## config.mk

```make
export PLATFORM = sky130hd
export DESIGN_NAME = cordic_fix2float
export DESIGN_NICKNAME = d
export VERILOG_FILES = /design/src/rtl/cordic_pkg.sv /design/src/rtl/cordic_fp_round.sv /design/src/rtl/cordic_fix2float.sv
export SDC_FILE = /design/constraint.sdc
export NUM_CORES = 1
export LEC_CHECK = 0
export ABC_CLOCK_PERIOD_IN_PS = 3050
export CORE_ASPECT_RATIO = 0.7
export CORE_MARGIN = 2
export CORE_UTILIZATION = 45
export CTS_CLUSTER_DIAMETER = 200
export DETAILED_ROUTE_END_ITERATION = 12
export HOLD_SLACK_MARGIN = 0.1
export PLACE_DENSITY = 0.77
export SLEW_MARGIN = 20
export SYNTH_ARGS = -nofsm -noshare
export SYNTH_HDL_FRONTEND = slang
export SYNTH_SLANG_ARGS = --single-unit
```

## constraint.sdc

```tcl
create_clock -name clock -period 3.05 [get_ports clock]
set_input_delay 0.7625 -clock clock [delete_from_list [all_inputs] [get_ports clock]]
set_output_delay 0.7625 -clock clock [all_outputs]
set_load 0.01 [all_outputs]
```

## src/rtl/cordic_pkg.sv

```systemverilog
// Shared definitions for the CORDIC fixed/float conversion stages.
// Holds the IEEE-754 single-precision field widths and the normaliser FSM state type.
package cordic_pkg;

    localparam int FP_EXP_BIAS = 127;
    localparam int FP_MANT_W   = 23;
    localparam int FP_EXP_W    = 8;
    localparam int FIX_W       = 32;

    typedef enum logic [1:0] {
        IDLE = 2'd0,
        NORM = 2'd1,
        PACK = 2'd2
    } fsm_state_t;

endpackage

```

## src/rtl/cordic_fp_round.sv

```systemverilog
// Round-to-nearest-even of a normalised 32-bit magnitude down to a 23-bit mantissa.
// The hidden bit (mag[31]) is not needed, so only mag[30:0] is passed in.
// A mantissa carry-out wraps the mantissa to zero and bumps the exponent.
module cordic_fp_round
    import cordic_pkg::*;
(
    input  logic [30:0]           mag,
    input  logic [FP_EXP_W-1:0]   exp_in,
    output logic [FP_MANT_W-1:0]  mant,
    output logic [FP_EXP_W-1:0]   exp_out
);

    logic             guard_s;
    logic             sticky_s;
    logic             lsb_s;
    logic             inc_s;
    logic [FP_MANT_W:0] sum_s;

    // Decide whether to round up and propagate any carry into the exponent
    always_comb begin
        guard_s  = mag[7];
        sticky_s = |mag[6:0];
        lsb_s    = mag[8];
        inc_s    = guard_s & (sticky_s | lsb_s);
        sum_s    = {1'b0, mag[30:8]} + {{FP_MANT_W{1'b0}}, inc_s};
        mant     = sum_s[FP_MANT_W-1:0];
        if (sum_s[FP_MANT_W]) begin
            exp_out = exp_in + 8'd1;
        end else begin
            exp_out = exp_in;
        end
    end

endmodule

```

## src/rtl/cordic_fix2float.sv

```systemverilog
// Converts the signed fixed-point CORDIC result to an IEEE-754 single.
// Iterative normaliser: coarse shifts of COARSE_SHIFT bits, then single-bit
// shifts, then a pack cycle. Start/done handshake in custom-instruction style.
// Optional macro FIX2FLT_ROUND_NEAREST_EN selects round-to-nearest-even;
// without it the discarded low magnitude bits are truncated.
module cordic_fix2float
    import cordic_pkg::*;
#(
    parameter int FRAC_BITS    = 31,
    parameter int COARSE_SHIFT = 8
) (
    input  logic             clock,
    input  logic             aclr,
    input  logic             clk_en,
    input  logic             start,
    input  logic [FIX_W-1:0] dataa,
    output logic [31:0]      result,
    output logic             done
);

    localparam logic [FP_EXP_W-1:0] EXP_INIT   = FP_EXP_W'(FP_EXP_BIAS + FIX_W - 1 - FRAC_BITS);
    localparam logic [FP_EXP_W-1:0] COARSE_DEC = FP_EXP_W'(COARSE_SHIFT);

    fsm_state_t           state_r,  state_s;
    logic [FIX_W-1:0]     mag_r,    mag_s;
    logic [FP_EXP_W-1:0]  exp_r,    exp_s;
    logic                 sign_r,   sign_s;
    logic                 zero_r,   zero_s;
    logic [31:0]          result_r, result_s;
    logic                 done_r,   done_s;

    logic [FP_MANT_W-1:0] pack_mant_s;
    logic [FP_EXP_W-1:0]  pack_exp_s;

`ifdef FIX2FLT_ROUND_NEAREST_EN
    cordic_fp_round u_round (
        .mag     (mag_r[30:0]),
        .exp_in  (exp_r),
        .mant    (pack_mant_s),
        .exp_out (pack_exp_s)
    );
`else
    assign pack_mant_s = mag_r[30:8];
    assign pack_exp_s  = exp_r;
`endif

    // State and datapath registers; everything freezes while clk_en is low
    always_ff @(posedge clock or posedge aclr) begin
        if (aclr) begin
            state_r  <= IDLE;
            mag_r    <= 32'd0;
            exp_r    <= 8'd0;
            sign_r   <= 1'b0;
            zero_r   <= 1'b0;
            result_r <= 32'd0;
            done_r   <= 1'b0;
        end else if (clk_en) begin
            state_r  <= state_s;
            mag_r    <= mag_s;
            exp_r    <= exp_s;
            sign_r   <= sign_s;
            zero_r   <= zero_s;
            result_r <= result_s;
            done_r   <= done_s;
        end
    end

    // Next-state and datapath update: capture, normalise one step per edge, pack
    always_comb begin
        state_s  = state_r;
        mag_s    = mag_r;
        exp_s    = exp_r;
        sign_s   = sign_r;
        zero_s   = zero_r;
        result_s = result_r;
        done_s   = 1'b0;
        case (state_r)
            IDLE: begin
                // The done cycle still belongs to the previous conversion,
                // so a start coinciding with done is not accepted.
                if (start && !done_r) begin
                    sign_s  = dataa[FIX_W-1];
                    mag_s   = dataa[FIX_W-1] ? (~dataa + 32'd1) : dataa;
                    exp_s   = EXP_INIT;
                    zero_s  = 1'b0;
                    state_s = NORM;
                end else begin
                    state_s = IDLE;
                end
            end
            NORM: begin
                if (mag_r == 32'd0) begin
                    zero_s  = 1'b1;
                    state_s = PACK;
                end else if (mag_r[FIX_W-1 -: COARSE_SHIFT] == '0) begin
                    mag_s = mag_r << COARSE_SHIFT;
                    exp_s = exp_r - COARSE_DEC;
                end else if (!mag_r[FIX_W-1]) begin
                    mag_s = mag_r << 1;
                    exp_s = exp_r - 8'd1;
                end else begin
                    state_s = PACK;
                end
            end
            PACK: begin
                if (zero_r) begin
                    result_s = 32'd0;
                end else begin
                    result_s = {sign_r, pack_exp_s, pack_mant_s};
                end
                done_s  = 1'b1;
                state_s = IDLE;
            end
            default: begin
                state_s = IDLE;
            end
        endcase
    end

    assign result = result_r;
    assign done   = done_r;

endmodule

```

* After elaboration in Yosys (flattened, before gate mapping) *
Index checks and enable logic that the tools add are counted.

storage, ports and cells
  output and inout port bits = 33
  input port bits = 36
  memory bits (read-only) = 0
  word-level logic and storage cells = 53
  bits in latches = 0
  bits in writable memories = 0
  memories kept = 0
  bits in registers = 77

cells by class
  div/mod/pow operators = 0
  add/sub/neg operators = 3
  magnitude comparators = 0
  muxes and demuxes = 21
  bitwise operators = 1
  reduce and logical (&&, ||, !) cells = 12
  shift-type cells = 0
  equal/unequal tests = 8
  $mul = 0

operators with widths
  operator               number
  $mux 32                6
  $pmux 32 s2            1
  $add 32x1->32 const B  1
  $logic_not 32->1       1
  $mux 8                 4
  $not 32->32            1
  $pmux 8 s2             1
  $ne 3x3->1 const B     3
  $logic_not 8->1        1
  $reduce_and 4->1       2
  $sub 8x1->8 const B    1
  $sub 8x4->8 const B    1
  $mux 2                 3
  $ne 2x2->1 const B     3
  $reduce_and 3->1       2
  $reduce_and 5->1       1
  $mux 1                 4
  $pmux 2 s2             1
  $eq 2x1->1 const B     1
  $eq 2x2->1 const B     1
  $logic_not 2->1        1
  $pmux 1 s2             1
  $reduce_and 2->1       1
  $reduce_bool 2->1      1
  other kinds (2)        2

* Depth between registers and ports, before layout *
Gate-level depths: netlist of run 1.

  depth after elaboration = 5
  depth in mapped cells = 8
  mapped depth without buffers = 7

* Worst setup path before layout of run 1 *
OpenSTA, ideal clock, no wires.

  path kind = input -> register
  from = in dataa[0]
  to = reg mag_r[16]
  required time = 2,968 ps
  cell stages on the path = 8
  library setup time = 82 ps
  buffers on the path = 1
  data arrival time = 2,452 ps
  setup slack = 517 ps
  cell sequence = inv_1 -> ha_1 -> or3b_1 -> clkbuf_1 -> or3_4 -> nor4_1 -> mux2_1 -> a31oi_1

between the ends
  word-level cells in the longest chain between the ends = 5

RTL lines
  what                  RTL line                RTL
  start, declared       cordic_fix2float.sv:16  input logic [FIX_W-1:0] dataa,
  $not 32->32           cordic_fix2float.sv:83  mag_s = dataa[FIX_W-1] ? (~dataa + 32'd1) : dataa;
  $add 32x1->32         cordic_fix2float.sv:83
  $mux 32               cordic_fix2float.sv:83
  $mux 32               cordic_fix2float.sv:81  if (start && !done_r) begin
  $pmux 32 s2           cordic_fix2float.sv:77  case (state_r)
  end signal, assigned  cordic_fix2float.sv:59  mag_r <= mag_s;
  end, declared         cordic_fix2float.sv:25  logic [FIX_W-1:0] mag_r, mag_s;

Every way passes these cells. The select of a mux whose other input is x is not followed.
A chain may end at the register's enable or synchronous reset.

* Worst setup path in the final report of run 1 *
  from = in dataa[1]
  to = reg mag_r[16]

Same word-level chain as after synthesis.

==> flow_summary.toml, run 1 <==
[status]
status = "complete, no violations"

[die]
dieArea_um2 = 11700
io_pins = 69
num_rows = 31
core_area_um2 = 10500
die_x_um = 129
die_h_um = 91.2
start_util_pct = 46.7

[setup_path]
crit_start = "dataa[1]"
worstSetupEndpointType = "flop"
worst_r2r_endpoint = "mag_r[1]"
cp.arrival_ns = 3.04
crit_required_ns = 3.31
path_cells = "clkdlybuf4s50_1, inv_1, ha_1, or3b_1, or3_4, nor4_1, mux2_1, a31oi_1"
cp_slowest_stage_delay_ns = 0.50
crit_type = "in -> reg"
crit_end = "mag_r[16]"
r2r_cells = 6
r2r_setup_slack_ns = 0.44
r2r-start = "mag_r[31]"
crit_fanout = 5
worst_setup_path_start_kind = "input pin"
slowest_stage = "clkdlybuf4s50_1"

[finish]
area_growth_pct = 24.4
final_cell_mix = "77 x dfrtp_1, 68 x clkdlybuf4s50_1, 51 x nand2_1"
seq_area_um2 = 1930
nFillCells = 911
multi_input_area_um2 = 2700
diodes = 0
layout-drive-gt1-share_pct = 12.7
nets = 647
final_area_um2 = 6090
final_common_cell = "dfrtp_1"

[timing]
hold_viol_final = 0
fin_skew_ns = 0.00555
setup_viol_count_final = 0
slew_viol_final = 0
maxSlewHeadroom_pct = 41.1
period_share_pct = 91.1
min_period_ns = 2.78
clock.fmax_ghz = 0.360
rsz0062_at_grt = "false"
worstMarginPinSlew_ns = 0.884

[global_routing]
overflow = 0
grt_pass1_wl_um = 23300
grt.total_usage_pct = 25.2
grt_max_degree = 78
antenna_found_initial = 0
grt_pass1_vias = 4343

[power]
p_leak_nw = 2.50
switching_share_pct = 40.8
comb_power_share_pct = 42.3
powerDensity_nw_per_um2 = 844
power_w = 0.00514
peakVddDrop_mv = 0.409
clockPowerShare_pct = 19.4
p_int_w = 0.00304
sequentialPowerShare_pct = 38.3
p_sw_w = 0.00209

[synthesis]
avgSynthCellArea_um2 = 9.19
ys_warn_count = 0
seq_area_frac_synth_pct = 39.4
synth_cells = 532
syn_area_um2 = 4890
ys_ff_latch = 77
async_reset_ff_share_pct = 100
synth-edff-count = 0
syn_nets = 572
synthFlopType = "dfrtp_1"
synthDistinctLibCells = 75

[clock_network]
insertion_delay_ns = 0.34
cts_made_buffers = 9
cts_tree = "done"
cts_hold_buffers = 0
post_cts_resized = 0
cts_root_buf = "clkbuf_16"
cts.clk_slew.worst_paths_ns = 0.06
postCtsSetupRepairBufs = 0
clock-sinks = 77
htree_levels = 3
cts_buffer_depth = 2

[worst_hold_path]
hp-start = "result[24]"
hold_path_class = "reg -> reg"

[route]
dr.pass1.iters = 7
ant_nets = 0
drc = 0
vias_per_cell = 6.36
wire_per_inst_um = 19.5
vias = 4732
first_iter_violations = 730
finalWirelength_um = 14500

[placement]
dpl_cell_area_um2 = 5810
numPortBuffers = 68
gp_congestion = 0.969
dp_hpwl_um = 10600

[job]
drv_cap = 0
## per-layer routing
metal | part of all wire (%) | up-vias | track usage (%)
met4 | 1.7 | 0 | 6.61
li1 | - | 2162 | -
met5 | 0 | - | 0
met3 | 13 | 30 | 6.48
met2 | 40 | 325 | 33.4
met1 | 46 | 2215 | 40.0
## logic make-up (layout without fill, tap and decap cells)
group,Yosys count,count (layout),synth area share [%]
compound gates,162,162,23.1
fa+ha+maj,4,4,1.02
simple gates,205,205,25.4
buf+inv,56,136,5.50
flops,77,77,39.4
mux,16,16,3.45
xor+xnor,12,12,2.15
## worst max-delay path, delay by kind of cell
kind | cells | cell delay (ns)
buffers and inverters | 2 | 0.60
and+or+nand+nor | 3 | 1.01
AOI/OAI and AO/OA | 1 | 0.16
adders and majority gates | 1 | 0.15
muxes | 1 | 0.37
## power by group through the flow
stage | sequential, W | combinational [W] | clock (W)
2_1_floorplan | 0.00186 | 0.00128 | 0
5_1_grt | 0.00202 | 0.00237 | 0.00105
4_1_cts | 0.00195 | 0.00214 | 0.00101
3_3_place_gp | 0.00193 | 0.00208 | 0
3_5_place_dp | 0.00196 | 0.00214 | 0
6_report | 0.00197 | 0.00217 | 0.000997
## flip-flops by register name (all words and copies together) (netlist names)
register  cells
sign_r        1
result       32
state_r       2
exp_r         8
zero_r        1
mag_r        32
done          1
## through the flow
stage | cells | TNS (ns) | hold slack (ns) | utilization, % | worst slack, ns
CTS | 744 | 0 | 0.479 | 58.1 | 0.291
finish | 744 | 0 | 0.474 | 58.1 | 0.270
global route | 744 | 0 | 0.499 | 58.1 | 0.132
floorplan | 532 | 0 | 0.451 | - | 0.321
detailed placement | 728 | -0.101 | 0.466 | 55.5 | -0.0442
global placement | 728 | 0 | 0.462 | 55.5 | 0.0354
## synthesized netlist by cell type, types with 3 or more instances
library cell / instances / area (um^2)
xor2_1: 4 / 35.0
nor4_2: 3 / 37.5
buf_2: 8 / 40.0
nand2b_1: 26 / 163
o31ai_1: 15 / 113
nand4_1: 3 / 18.8
nor3_1: 12 / 60.1
xnor2_1: 8 / 70.1
nor3b_1: 6 / 45.0
a22o_1: 8 / 70.1
mux2i_1: 9 / 90.1
and3_1: 6 / 37.5
buf_1: 3 / 11.3
nor2_1: 21 / 78.8
clkbuf_8: 3 / 41.3
inv_1: 18 / 67.6
dfrtp_1: 77 / 1930
o211ai_1: 5 / 37.5
o21ai_0: 45 / 225
clkbuf_1: 21 / 78.8
or4_4: 3 / 33.8
a222oi_1: 5 / 50.1
or4_1: 6 / 45.0
and4_1: 5 / 43.8
a311oi_1: 4 / 35.0
nand2_1: 51 / 191
or3_1: 7 / 43.8
a221oi_1: 5 / 43.8
o31a_1: 3 / 26.3
o21ai_1: 5 / 25.0
a22oi_1: 10 / 75.1
nand3b_1: 4 / 30.0
a2bb2oi_1: 5 / 43.8
nor4_1: 13 / 81.3
and2_1: 5 / 31.3
mux2_1: 5 / 56.3
a21oi_1: 15 / 75.1
a31oi_1: 11 / 68.8
a211oi_1: 6 / 45.0
ha_1: 4 / 50.1
nand3_1: 13 / 65.1
## how the worst min path moves through the flow
stage	slack [ns]	depth (start not counted)	endpoint
final	0.47	2	result[24]
after global routing	0.50	2	result[5]
after CTS	0.48	2	result[24]
after detailed placement	0.47	2	result[24]
after global placement	0.46	2	result[8]
after floorplan	0.45	2	sign_r
## final cells by class
type                       instances  share of cell area [%]
clock buffer                      11                    3.99
multi-input combinational        399                    44.4
clock inverter                     5                   0.576
tap                              132                    2.71
inverter                          18                    1.11
timing repair buffer             102                    15.6
sequential                        77                    31.7
(Power assumes the default switching activity.)
==> run 2, diff against run 1 <==
--- a/config.mk
+++ b/config.mk
@@ -17,3 +17,4 @@
 export SYNTH_ARGS = -nofsm -noshare
 export SYNTH_HDL_FRONTEND = slang
 export SYNTH_SLANG_ARGS = --single-unit
+export TNS_END_PERCENT = 30
==> constraint.sdc (replaced) <==
create_clock -name clock -period 3.05 [get_ports clock]
set_input_delay 0.7625 -clock clock [delete_from_list [all_inputs] [get_ports clock]]
set_output_delay 0.7625 -clock clock [all_outputs]
set_load 0.1 [all_outputs]
==> flow_summary.toml, run 2 (synthesis gave the netlist of run 1 again) <==
[clock_network]
post_cts_resized = 0
cts.clk_slew.worst_paths_ns = 0.06
insertion_delay_ns = 0.34
cts_made_buffers = 9
htree_levels = 3
cts_root_buf = "clkbuf_16"
cts_buffer_depth = 2
clock-sinks = 77
postCtsSetupRepairBufs = 0
cts_hold_buffers = 0
cts_tree = "done"

[route]
first_iter_violations = 638
drc = 0
dr.pass1.iters = 6
vias = 4740
wire_per_inst_um = 19.3
ant_nets = 0
finalWirelength_um = 14400
vias_per_cell = 6.35

[finish]
layout-drive-gt1-share_pct = 18.6
nets = 650
fin_cells = 746
area_growth_pct = 23.2
final_common_cell = "dfrtp_1"
final_core_util_pct = 57.5
final_cell_mix = "77 x dfrtp_1, 68 x buf_4, 51 x nand2_1"
diodes = 0

[worst_hold_path]
hold_path_end = "result[5]"
whs_path_depth = 2
hold_path_class = "reg -> reg"
hp-start = "result[5]"

[power]
p_leak_nw = 2.57
powerDensity_nw_per_um2 = 1060
peakVddDrop_mv = 0.528
power_w = 0.00636

[setup_path]
crit_type = "in -> reg"
crit_fanout = 6
cp.arrival_ns = 2.96
worst_r2r_endpoint = "mag_r[7]"
crit_required_ns = 3.27
r2r-start = "mag_r[31]"
worst_setup_path_start_kind = "input pin"
worstSetupEndpointType = "flop"
r2r_setup_slack_ns = 0.57
r2r_cells = 6

[timing]
min_period_ns = 2.73
clock.fmax_ghz = 0.366
maxSlewHeadroom_pct = 43.2
fin_ws_ns = 0.316
period_share_pct = 89.6
setup_viol_count_final = 0
rsz0062_at_grt = "false"
hold_viol_final = 0
fin_skew_ns = 0.00617
worstMarginPinSlew_ns = 0.852
hold_ws_ns = 0.478
slew_viol_final = 0

[global_routing]
grt_pass1_vias = 4403
antenna_found_initial = 0
grt.total_usage_pct = 25.3
grt_pass1_wl_um = 23300
grt_max_degree = 78
overflow = 0

[die]
io_pins = 69
die_h_um = 91.2
core_area_um2 = 10500
num_rows = 31
dieArea_um2 = 11700
die_x_um = 129
start_util_pct = 46.7

[placement]
gp_congestion = 0.962
numPortBuffers = 68
dp_hpwl_um = 10700
post-place-ws_ns = -0.0177
placed_cells = 731

[job]
drv_cap = 0

[status]
status = "complete, no violations"
-- run 2: per-layer routing --
metal	GRT usage [%]	wire [um]	vias to the layer above
li1	-	-	2180
met1	39.0	6710	2208
met2	34.3	5690	314
met3	6.84	1670	38
met4	7.34	314	0
met5	0	0	-
-- run 2: how the worst max path moves through the flow --
| stage | to | depth (start not counted) | start |
|---|---|---|---|
| floorplan | done | 1 | aclr |
| detailed placement | mag_r[26] | 8 | dataa[0] |
| finish | mag_r[12] | 9 | dataa[0] |
| global placement | mag_r[12] | 9 | dataa[0] |
| global route | mag_r[18] | 10 | dataa[0] |
| CTS | mag_r[12] | 9 | dataa[0] |
-- run 2: power breakdown --
group | internal, W | leakage, nW | switching (W)
clock network | 0.000545 | 0.131 | 0.000425
logic | 0.000951 | 1.51 | 0.00247
registers | 0.00145 | 0.923 | 0.000514
-- run 2: per-stage QoR --
stage,cell area [um^2],setup TNS [ns]
2_1_floorplan,4890,0
3_3_place_gp,5760,0
3_5_place_dp,5760,-0.0262
4_1_cts,6030,0
5_1_grt,6030,0
6_report,6030,0
-- run 2: final cells by class --
cell class                 count  area, um^2
clock inverter                 6        40.0
clock buffer                   9         225
sequential                    77        1930
multi-input combinational    399        2700
tap                          132         165
inverter                      18        67.6
timing repair buffer         105         901
fill                         955        4450
-- run 2: critical path: stages --
cell and delay [ns]:
clkdlybuf4s50_1 0.47, inv_1 0.09, ha_1 0.14, or3b_1 0.37
buf_4 0.17, o41ai_1 0.29, xor2_1 0.27, o21ai_1 0.11
mux2_2 0.29
